$ cat src/rtl/mannix_ddr_line_writer.sv
// mannix_ddr_line_writer
//
// Write-back stage behind the memory farm's DDR write-request port. Line
// write requests (LINE_WIDTH bits) are queued in a FIFO_DEPTH-entry FIFO and
// issued one at a time to the DDR controller as: address phase (aw), BEATS
// data beats of DDR_DATA_WIDTH bits (w, least-significant slice first) and a
// write response (b). A one-cycle wr_done pulse follows each response.
//
// Optional feature macro: MANNIX_DDR_WR_MASK_EN
//   defined   - wr_req_mask port exists, byte enables are stored per entry and
//               drive ddr_w_strb beat by beat
//   undefined - no mask port/storage, ddr_w_strb is all ones during data beats
//
// Ports
//   clk, rst                    clock, synchronous active-high reset
//   wr_req_valid/ready          upstream request handshake
//   wr_req_addr/data(/mask)     upstream line address, data (byte enables)
//   wr_done                     one-cycle pulse per completed line
//   ddr_aw_*                    burst address channel (len = BEATS-1)
//   ddr_w_*                     burst data channel
//   ddr_b_valid/ready/err       write response channel
//   err_clr, err_sticky         sticky error (misaligned address or DDR error)
//   busy                        FIFO non-empty or a line in flight
module mannix_ddr_line_writer #(
    parameter int ADDR_WIDTH     = 32,
    parameter int LINE_WIDTH     = 256,
    parameter int DDR_DATA_WIDTH = 64,
    parameter int FIFO_DEPTH     = 4
) (
    input  logic                          clk,
    input  logic                          rst,
    input  logic                          wr_req_valid,
    output logic                          wr_req_ready,
    input  logic [ADDR_WIDTH-1:0]         wr_req_addr,
    input  logic [LINE_WIDTH-1:0]         wr_req_data,
`ifdef MANNIX_DDR_WR_MASK_EN
    input  logic [LINE_WIDTH/8-1:0]       wr_req_mask,
`endif
    output logic                          wr_done,
    output logic                          ddr_aw_valid,
    input  logic                          ddr_aw_ready,
    output logic [ADDR_WIDTH-1:0]         ddr_aw_addr,
    output logic [7:0]                    ddr_aw_len,
    output logic                          ddr_w_valid,
    input  logic                          ddr_w_ready,
    output logic [DDR_DATA_WIDTH-1:0]     ddr_w_data,
    output logic [DDR_DATA_WIDTH/8-1:0]   ddr_w_strb,
    output logic                          ddr_w_last,
    input  logic                          ddr_b_valid,
    input  logic                          ddr_b_err,
    output logic                          ddr_b_ready,
    input  logic                          err_clr,
    output logic                          err_sticky,
    output logic                          busy
);

    localparam int BEATS  = LINE_WIDTH / DDR_DATA_WIDTH;
    localparam int STRB_W = DDR_DATA_WIDTH / 8;
    localparam int OFF_W  = $clog2(LINE_WIDTH / 8);
    localparam int PTR_W  = $clog2(FIFO_DEPTH);
    localparam int BEAT_W = (BEATS > 1) ? $clog2(BEATS) : 1;

    localparam logic [PTR_W:0]    DEPTH_C   = (PTR_W + 1)'(FIFO_DEPTH);
    localparam logic [BEAT_W-1:0] LAST_BEAT = BEAT_W'(BEATS - 1);

    typedef enum logic [1:0] {ST_IDLE, ST_ADDR, ST_DATA, ST_RESP} state_t;

    state_t state_reg, state_next;
    logic [BEAT_W-1:0] beat_reg, beat_next;
    logic [PTR_W-1:0]  wr_ptr_reg, rd_ptr_reg;
    logic [PTR_W:0]    count_reg, count_next;
    logic              push, pop, b_fire;

    // FIFO storage: written on push, read into the working registers on pop
    logic [ADDR_WIDTH-1:0] addr_mem [FIFO_DEPTH];
    logic [LINE_WIDTH-1:0] data_mem [FIFO_DEPTH];
    logic [LINE_WIDTH-1:0] work_data_reg;
    logic [DDR_DATA_WIDTH-1:0] data_beats [BEATS];

    logic                      aw_valid_reg, w_valid_reg, w_last_reg, b_ready_reg;
    logic                      wr_done_reg, err_sticky_reg, busy_reg;
    logic [ADDR_WIDTH-1:0]     aw_addr_reg;
    logic [DDR_DATA_WIDTH-1:0] w_data_reg;
    logic [STRB_W-1:0]         w_strb_reg;

    // Ready comes from the registered count, so a pop in the same cycle never
    // frees a slot early; it is also held low while reset is asserted.
    assign wr_req_ready = !rst && (count_reg != DEPTH_C);
    assign push         = wr_req_valid && wr_req_ready;
    assign count_next   = count_reg + {{PTR_W{1'b0}}, push} - {{PTR_W{1'b0}}, pop};

    always_ff @(posedge clk) begin
        if (push) begin
            addr_mem[wr_ptr_reg] <= wr_req_addr;
            data_mem[wr_ptr_reg] <= wr_req_data;
        end
        if (pop) begin
            work_data_reg <= data_mem[rd_ptr_reg];
        end
    end

    always_ff @(posedge clk) begin
        if (rst) begin
            wr_ptr_reg <= '0;
            rd_ptr_reg <= '0;
            count_reg  <= '0;
            state_reg  <= ST_IDLE;
            beat_reg   <= '0;
        end else begin
            if (push) wr_ptr_reg <= wr_ptr_reg + PTR_W'(1);
            if (pop)  rd_ptr_reg <= rd_ptr_reg + PTR_W'(1);
            count_reg <= count_next;
            state_reg <= state_next;
            beat_reg  <= beat_next;
        end
    end

    always_comb begin
        state_next = state_reg;
        beat_next  = beat_reg;
        pop        = 1'b0;
        b_fire     = 1'b0;
        unique case (state_reg)
            ST_IDLE: begin
                if (count_reg != '0) begin
                    pop        = 1'b1;
                    beat_next  = '0;
                    state_next = ST_ADDR;
                end
            end
            ST_ADDR: begin
                if (ddr_aw_ready) state_next = ST_DATA;
            end
            ST_DATA: begin
                if (ddr_w_ready) begin
                    if (beat_reg == LAST_BEAT) state_next = ST_RESP;
                    else                       beat_next  = beat_reg + BEAT_W'(1);
                end
            end
            ST_RESP: begin
                if (ddr_b_valid) begin
                    b_fire     = 1'b1;
                    state_next = ST_IDLE;
                end
            end
            default: state_next = ST_IDLE;
        endcase
    end

    // Beat k of the working line is slice k, least-significant first
    for (genvar gi = 0; gi < BEATS; gi++) begin : g_beats
        assign data_beats[gi] = work_data_reg[gi*DDR_DATA_WIDTH +: DDR_DATA_WIDTH];
    end

`ifdef MANNIX_DDR_WR_MASK_EN
    logic [LINE_WIDTH/8-1:0] mask_mem [FIFO_DEPTH];
    logic [LINE_WIDTH/8-1:0] work_mask_reg;
    logic [STRB_W-1:0]       strb_beats [BEATS];

    always_ff @(posedge clk) begin
        if (push) mask_mem[wr_ptr_reg] <= wr_req_mask;
        if (pop)  work_mask_reg <= mask_mem[rd_ptr_reg];
    end

    for (genvar gi = 0; gi < BEATS; gi++) begin : g_strb
        assign strb_beats[gi] = work_mask_reg[gi*STRB_W +: STRB_W];
    end
`endif

    // Outputs are registered from the next state, so each channel's valid
    // rises in the same cycle the FSM enters the matching state.
    always_ff @(posedge clk) begin
        if (rst) begin
            aw_valid_reg   <= 1'b0;
            w_valid_reg    <= 1'b0;
            w_last_reg     <= 1'b0;
            b_ready_reg    <= 1'b0;
            wr_done_reg    <= 1'b0;
            busy_reg       <= 1'b0;
            err_sticky_reg <= 1'b0;
            aw_addr_reg    <= '0;
            w_data_reg     <= '0;
            w_strb_reg     <= '0;
        end else begin
            aw_valid_reg <= (state_next == ST_ADDR);
            w_valid_reg  <= (state_next == ST_DATA);
            w_last_reg   <= (state_next == ST_DATA) && (beat_next == LAST_BEAT);
            b_ready_reg  <= (state_next == ST_RESP);
            wr_done_reg  <= b_fire;
            busy_reg     <= (count_next != '0) || (state_next != ST_IDLE);
            // Low address bits below line granularity are dropped on the bus
            if (pop) begin
                aw_addr_reg <= {addr_mem[rd_ptr_reg][ADDR_WIDTH-1:OFF_W], OFF_W'(0)};
            end
            w_data_reg <= (state_next == ST_DATA) ? data_beats[beat_next] : '0;
`ifdef MANNIX_DDR_WR_MASK_EN
            w_strb_reg <= (state_next == ST_DATA) ? strb_beats[beat_next] : '0;
`else
            w_strb_reg <= (state_next == ST_DATA) ? '1 : '0;
`endif
            // A new error event wins over a clear in the same cycle
            if ((pop && (|addr_mem[rd_ptr_reg][OFF_W-1:0])) || (b_fire && ddr_b_err)) begin
                err_sticky_reg <= 1'b1;
            end else if (err_clr) begin
                err_sticky_reg <= 1'b0;
            end
        end
    end

    assign ddr_aw_valid = aw_valid_reg;
    assign ddr_aw_addr  = aw_addr_reg;
    assign ddr_aw_len   = 8'(BEATS - 1);
    assign ddr_w_valid  = w_valid_reg;
    assign ddr_w_data   = w_data_reg;
    assign ddr_w_strb   = w_strb_reg;
    assign ddr_w_last   = w_last_reg;
    assign ddr_b_ready  = b_ready_reg;
    assign wr_done      = wr_done_reg;
    assign err_sticky   = err_sticky_reg;
    assign busy         = busy_reg;

endmodule

$ cat config.mk
export PLATFORM = sky130hd
export DESIGN_NAME = mannix_ddr_line_writer
export DESIGN_NICKNAME = d
export VERILOG_FILES = /design/src/rtl/mannix_ddr_line_writer.sv
export SDC_FILE = /design/constraint.sdc
export NUM_CORES = 1
export LEC_CHECK = 0
export ABC_AREA = 1
export CORE_MARGIN = 2
export CORE_UTILIZATION = 45
export DETAILED_ROUTE_END_ITERATION = 8
export PLACE_DENSITY = 0.64
export SLEW_MARGIN = 20
export SYNTH_ARGS = -nofsm -noshare
export SYNTH_HDL_FRONTEND = slang
export SYNTH_SLANG_ARGS = --single-unit
export TNS_END_PERCENT = 5
$ cat constraint.sdc
create_clock -name clk -period 35.1 [get_ports clk]
set_input_delay 8.775 -clock clk [delete_from_list [all_inputs] [get_ports clk]]
set_output_delay 8.775 -clock clk [all_outputs]
set_load 0.03 [all_outputs]
==> impl_metrics.yaml <==
routing:
  drtPass1Iterations: 5
  post_drt_wl_per_cell_um: 23.33
  vias_per_cell: 5.457
  initialDrtViolationCount: 3294
  ant_nets: 0
  postRouteWirelength_mm: 146.1
  drt_drc_violations_left: 0
  route.vias.total: 34170
floorplan:
  placement_rows: 130
  initial_core_util_pct: 45.26
  io-pin-count: 416
  dieWidth_um: 359.2
  die-area_sq_um: 129000
  floorplan.core_area_sq_um: 125400
  die-height_um: 359.2
power:
  p_per_area_nw_per_um2: 78.10
  cellLeakagePower_nw: 23.14
  largest_voltage_drop_on_the_vdd_net_mv: 0.06551
clock_tree:
  clock-root-buffer: "clkbuf_16"
  cts_buffer_depth: 3
  cts_tree: "yes"
  cts-resized-gates: 0
  clkSinkCount: 1519
  post_cts.repair.setup_buffers: 0
  clock_insertion_delay_worst_skew_ps: 790
  ctsHoldBuffers: 0
  cts-buffers-inserted: 156
  path_clk_slew_ps: 60
  htree_levels: 4
synth:
  netlist-cell-type-count: 32
  yosysSeqAreaShare_pct: 78.40
  ys.warnings.count: 0
  post_synth_edffs: 1408
  ys.flop_type: "edfxtp_1"
  syn_area_sq_um: 56770
  syn-mean-instance-area_sq_um: 13.73
  ys_async_sr_fraction_pct: 0
  post_synth_inst_count: 4133
  ys_seq_elements: 1519
grt:
  track_usage_pct: 22.33
  grt.overflow.total: 0
  grt_max_degree: 222
  grt_antenna_before_repair: 52
  first_global_vias: 33296
  grt_first_pass_wirelength_mm: 213.5
worst_hold_path:
  min_path_type: "register to register"
job:
  max_cap_violations: 0
timing:
  layout_min_cycle_time_ps: 19080
  timing_worst_slew_pin_value_ps: 1123
  maxSlewViolCount: 0
  timing_hold_violations_final: 0
  setup_violations: 0
  fin_worst_skew_ps: 26.40
  share_of_the_clock_period_used_by_the_worst_path_pct: 54.37
  setup-tns-final_ps: 0
  fmax_mhz: 52.40
  timing.max_slew.rel_slack_pct: 25.12
  grt_setup_unrepaired: "false"
placed_design:
  dp.cells: 5949
  hpwl_reported_at_the_end_of_detailed_placement_mm: 82.06
  finalWeightedCongestion: 0.7854
  portBuffers: 402
setup_path:
  crit_path_frequent_cell: "clkdlybuf4s50_1"
  critical_path_buf_inv_count: 2
  timing.critical_path.cells: "clkdlybuf4s50_1 > a21oi_1 > clkdlybuf4s50_1"
  slowest_stage: "clkdlybuf4s50_1"
  worst_path_dominant_cell_family: "buffers and inverters"
  path_class: "input pin to output port"
  crit_path_max_incr_delay_ps: 710
  critPathMaxFanout: 10
  crit_arrival_ps: 10310
  end_kind: "output port"
  critical_path_launch_point_type: "input pin"
  critical_path_required_ps: 26320
run_status:
  status: "finished, final reports clean"
finish:
  layout-area-overhead-vs-synth_pct: 18.32
  layout.nets: 4761
  drive_above_1_share_pct: 6.366
  finish.cell_count_without_fillers: 6262
  largest_register_ff_count: 1024
  fillerInstances: 10279
## worst reg2reg max path: stages (launching register included)
cell     delay [ps]
dfxtp_1         370
nor2_1           90
a21oi_1         190
nand2_1         380
nor2_4          930
buf_4           760
buf_4           760
buf_4           820
## final timing paths
| check | start | to | slack [ps] | cells past startpoint |
|---|---|---|---|---|
| min | wr_ptr_reg[1] | wr_ptr_reg[1] | 540 | 2 |
| min reg2reg | wr_ptr_reg[1] | wr_ptr_reg[1] | 540 | 2 |
| max reg2reg | count_reg[1] | data_mem[0][213] | 30310 | 7 |
| max | rst | wr_req_ready | 16020 | 3 |
## layout by cell type, fill, tap and decap left out, drive strengths merged
cell type,instances
edfxtp,1408
nor2,650
o21ai,597
clkdlybuf4s50,402
inv,294
o22ai,256
clkbuf,222
nand2,149
nand3,139
nand4,128
dfxtp,111
a21oi,72
buf,47
clkinv,47
a31oi,27
diode,25
conb,13
bufinv,10
ha,6
clkinvlp,3
nand3b,1
xnor2,1
xor2,1
nor3,1
a22oi,1
fa,1
## synthesized netlist by cell type (2+ instances only)
cell / n / area, sq um
dfxtp_1: 111 / 2222
nand2_2: 3 / 18.77
buf_2: 90 / 450.4
conb_1: 2 / 7.510
clkbuf_1: 152 / 570.6
a31oi_1: 27 / 168.9
o22ai_1: 256 / 1602
edfxtp_1: 1408 / 42280
nor2_1: 648 / 2432
nand4_1: 128 / 800.8
nand2_1: 146 / 548.0
buf_6: 2 / 22.52
ha_1: 6 / 75.07
buf_4: 45 / 337.8
a21oi_1: 72 / 360.4
o21ai_0: 596 / 2983
nand3_1: 138 / 690.7
inv_1: 282 / 1059
buf_1: 4 / 15.01
inv_2: 5 / 18.77
## cell type report
type	instances	area, sq um	area share (%)
clock inverters	65	608.1	0.9053
repair buffers	449	4447	6.620
flip-flops and latches	1519	44510	66.27
diodes	25	62.56	0.09314
clock buffers	222	4447	6.620
multi-input cells	2043	9907	14.75
inverters	289	1117	1.663
well taps	1650	2064	3.074
## logic make-up (layout without fill, tap and decap cells)
family | Yosys count | in the layout | synth area share (%)
compound gates | 953 | 953 | 9.030
xor+xnor | 2 | 2 | 0.03086
fa+ha+maj | 7 | 7 | 0.1675
buf+inv | 582 | 1025 | 4.373
flops | 1519 | 1519 | 78.40
other cells | 2 | 38 | 0.01323
simple gates | 1068 | 1068 | 7.988
## power by group
group | internal, W | switching (W)
logic | 0.000321 | 0.000858
registers | 0.00234 | 0.0000984
clock network | 0.000955 | 0.000674
## metal layers
metal	part of all wire, %	wire [um]	up-vias	global-route usage (%)
li1	-	-	15764	-
met1	39	57240	16958	27.92
met2	50	72330	1120	37.22
met3	8.1	11860	282	6.129
met4	3.0	4376	46	8.207
met5	0.19	273	-	0
## metrics by stage
step	utilization [%]	total power (W)	hold slack (ps)	worst slack (ps)	area [sq um]
floorplan	-	0.003252	490.3	12310	56810
global placement	49.45	0.003643	528.3	16050	62020
detailed placement	49.46	0.003669	535.4	16020	62020
CTS	53.49	0.005298	547.5	16010	67080
global route	53.53	0.005500	586.9	15950	67130
finish	53.56	0.005246	544.1	16020	67170
(Power assumes the default switching activity.)
==> variant: new RTL, same settings <==
The 4 states of `state_t` get a Gray code encoding in 2 bits.
--- a/src/rtl/mannix_ddr_line_writer.sv
+++ b/src/rtl/mannix_ddr_line_writer.sv
@@ -63,7 +63,7 @@
     localparam logic [PTR_W:0]    DEPTH_C   = (PTR_W + 1)'(FIFO_DEPTH);
     localparam logic [BEAT_W-1:0] LAST_BEAT = BEAT_W'(BEATS - 1);
 
-    typedef enum logic [1:0] {ST_IDLE, ST_ADDR, ST_DATA, ST_RESP} state_t;
+    typedef enum logic [1:0] {ST_IDLE = 2'b00, ST_ADDR = 2'b01, ST_DATA = 2'b11, ST_RESP = 2'b10} state_t;
 
     state_t state_reg, state_next;
     logic [BEAT_W-1:0] beat_reg, beat_next;
Function: no difference found for any inputs over 4 cycles, from zero or initial values and one cycle with rst high; so few cycles prove little.
==> variant against the unedited design <==
- largest cell class unchanged
- synthesized area barely moved
- routed wire length is 2.3% lower
- power is 0.89% lower
- critical path depth stayed put
- register-to-register slack improved by 0.85 ns
- utilization is 0.14 points higher
- final area increased by 0.26%
- setup slack worse by 0.077 ns
- die area about the same
- sequential cell count did not move
- global-route usage down 0.60 points
- worst hold slack got worse by 0.0073 ns
- via count shrank 2.0%
==> variant: results (changes against the unedited design) <==
[status]
status=completed

[synth]
syn_area_per_cell_um2=13.9  ; +1.5%
synthTopCellsByCount=edfxtp_1 (1408), nor2_1 (648), o21ai_0 (599)
ys_seq_area_share_pct=78.4  ; about the same
synth-adder-area-share_pct=0.256  ; +0.088 points
synth-compound-area-share_pct=9.43  ; +0.40 points

[routing]
wire_per_inst_um=23.0  ; -1.6%
dr.first_iter.drc_count=2907  ; -12%
wirelength_um=143000  ; -2.3%
vias=33500  ; -2.0%

[layout]
buffers=447  ; -0.45%
final-clk-cell-share_pct=7.70  ; +0.17 points
multi_input_area_um2=10200  ; +2.9%
final-nonclk-buf-share_pct=6.60  ; -0.021 points
clock_buffers=210  ; -5.4%
nFillCells=10300  ; -0.21%
seq_area_um2=44500  ; about the same
multi_input_gates=2056  ; +0.64%
inverters_excl_clock=229  ; -21%

[global_route]
antenna_found_initial=63  ; +21%
grt_first_pass_wirelength_um=208000  ; -2.5%
grt_pass1_vias=32100  ; -3.7%
grt_max_degree=251  ; +13%
grt_usage_pct=21.7  ; -0.60 points

[pwr]
sw_frac_of_total_pct=30.1  ; -0.93 points
p_leak_uw=0.0228  ; -1.5%
power_frac_comb_pct=21.4  ; -1.1 points
ir_worst_vdd_mv=0.0932  ; +42%

[place]
place_congestion=0.769  ; -2.1%
place_hpwl_um=78800  ; -3.9%
placed_cells=5900  ; -0.82%

[sta]
worst_pin_slew_ns=1.04  ; -0.0867 ns
timing.hold.ws_ns=0.537  ; -0.00733 ns
skew_ns=0.0226  ; -0.00381 ns

[clock_network]
clock_latency_ns=0.77  ; -0.02 ns
cts-buffers-inserted=157  ; +0.64%

[critical_path]
worstPathArrival_ns=10.38  ; +0.07 ns

==> variant: cell families after synthesis <==
logic type | Yosys count
xor gates and xnor gates | 2
and+or+nand+nor | 1071
DFF | 1519
AOI/OAI and AO/OA | 959
other | 2
adders and majority gates | 11
buffers and inverters | 509
==> variant: metal layers <==
layer	global-route usage, %	part of all wire [%]	up-vias
met5	0	0.31	-
met4	8.69	3.2	72
met3	7.43	8.3	302
met2	36.2	50	991
met1	25.9	38	16600
li1	-	-	15600
==> variant: worst paths after layout <==
path,startpoint,endpoint,cells after the start
worst min register to register,wr_ptr_reg[1],wr_ptr_reg[1],2
worst max-delay path,rst,wr_req_ready,3
worst max register to register,count_reg[1],data_mem[1][110],7
worst min-delay path,wr_ptr_reg[1],wr_ptr_reg[1],2
==> variant: through the flow <==
stage,area (µm²),worst slack [ns]
2_1_floorplan,56800,12.31
3_3_place_gp,62100,15.95
3_5_place_dp,62100,15.94
4_1_cts,67300,15.94
5_1_grt,67300,15.87
6_report,67300,15.94
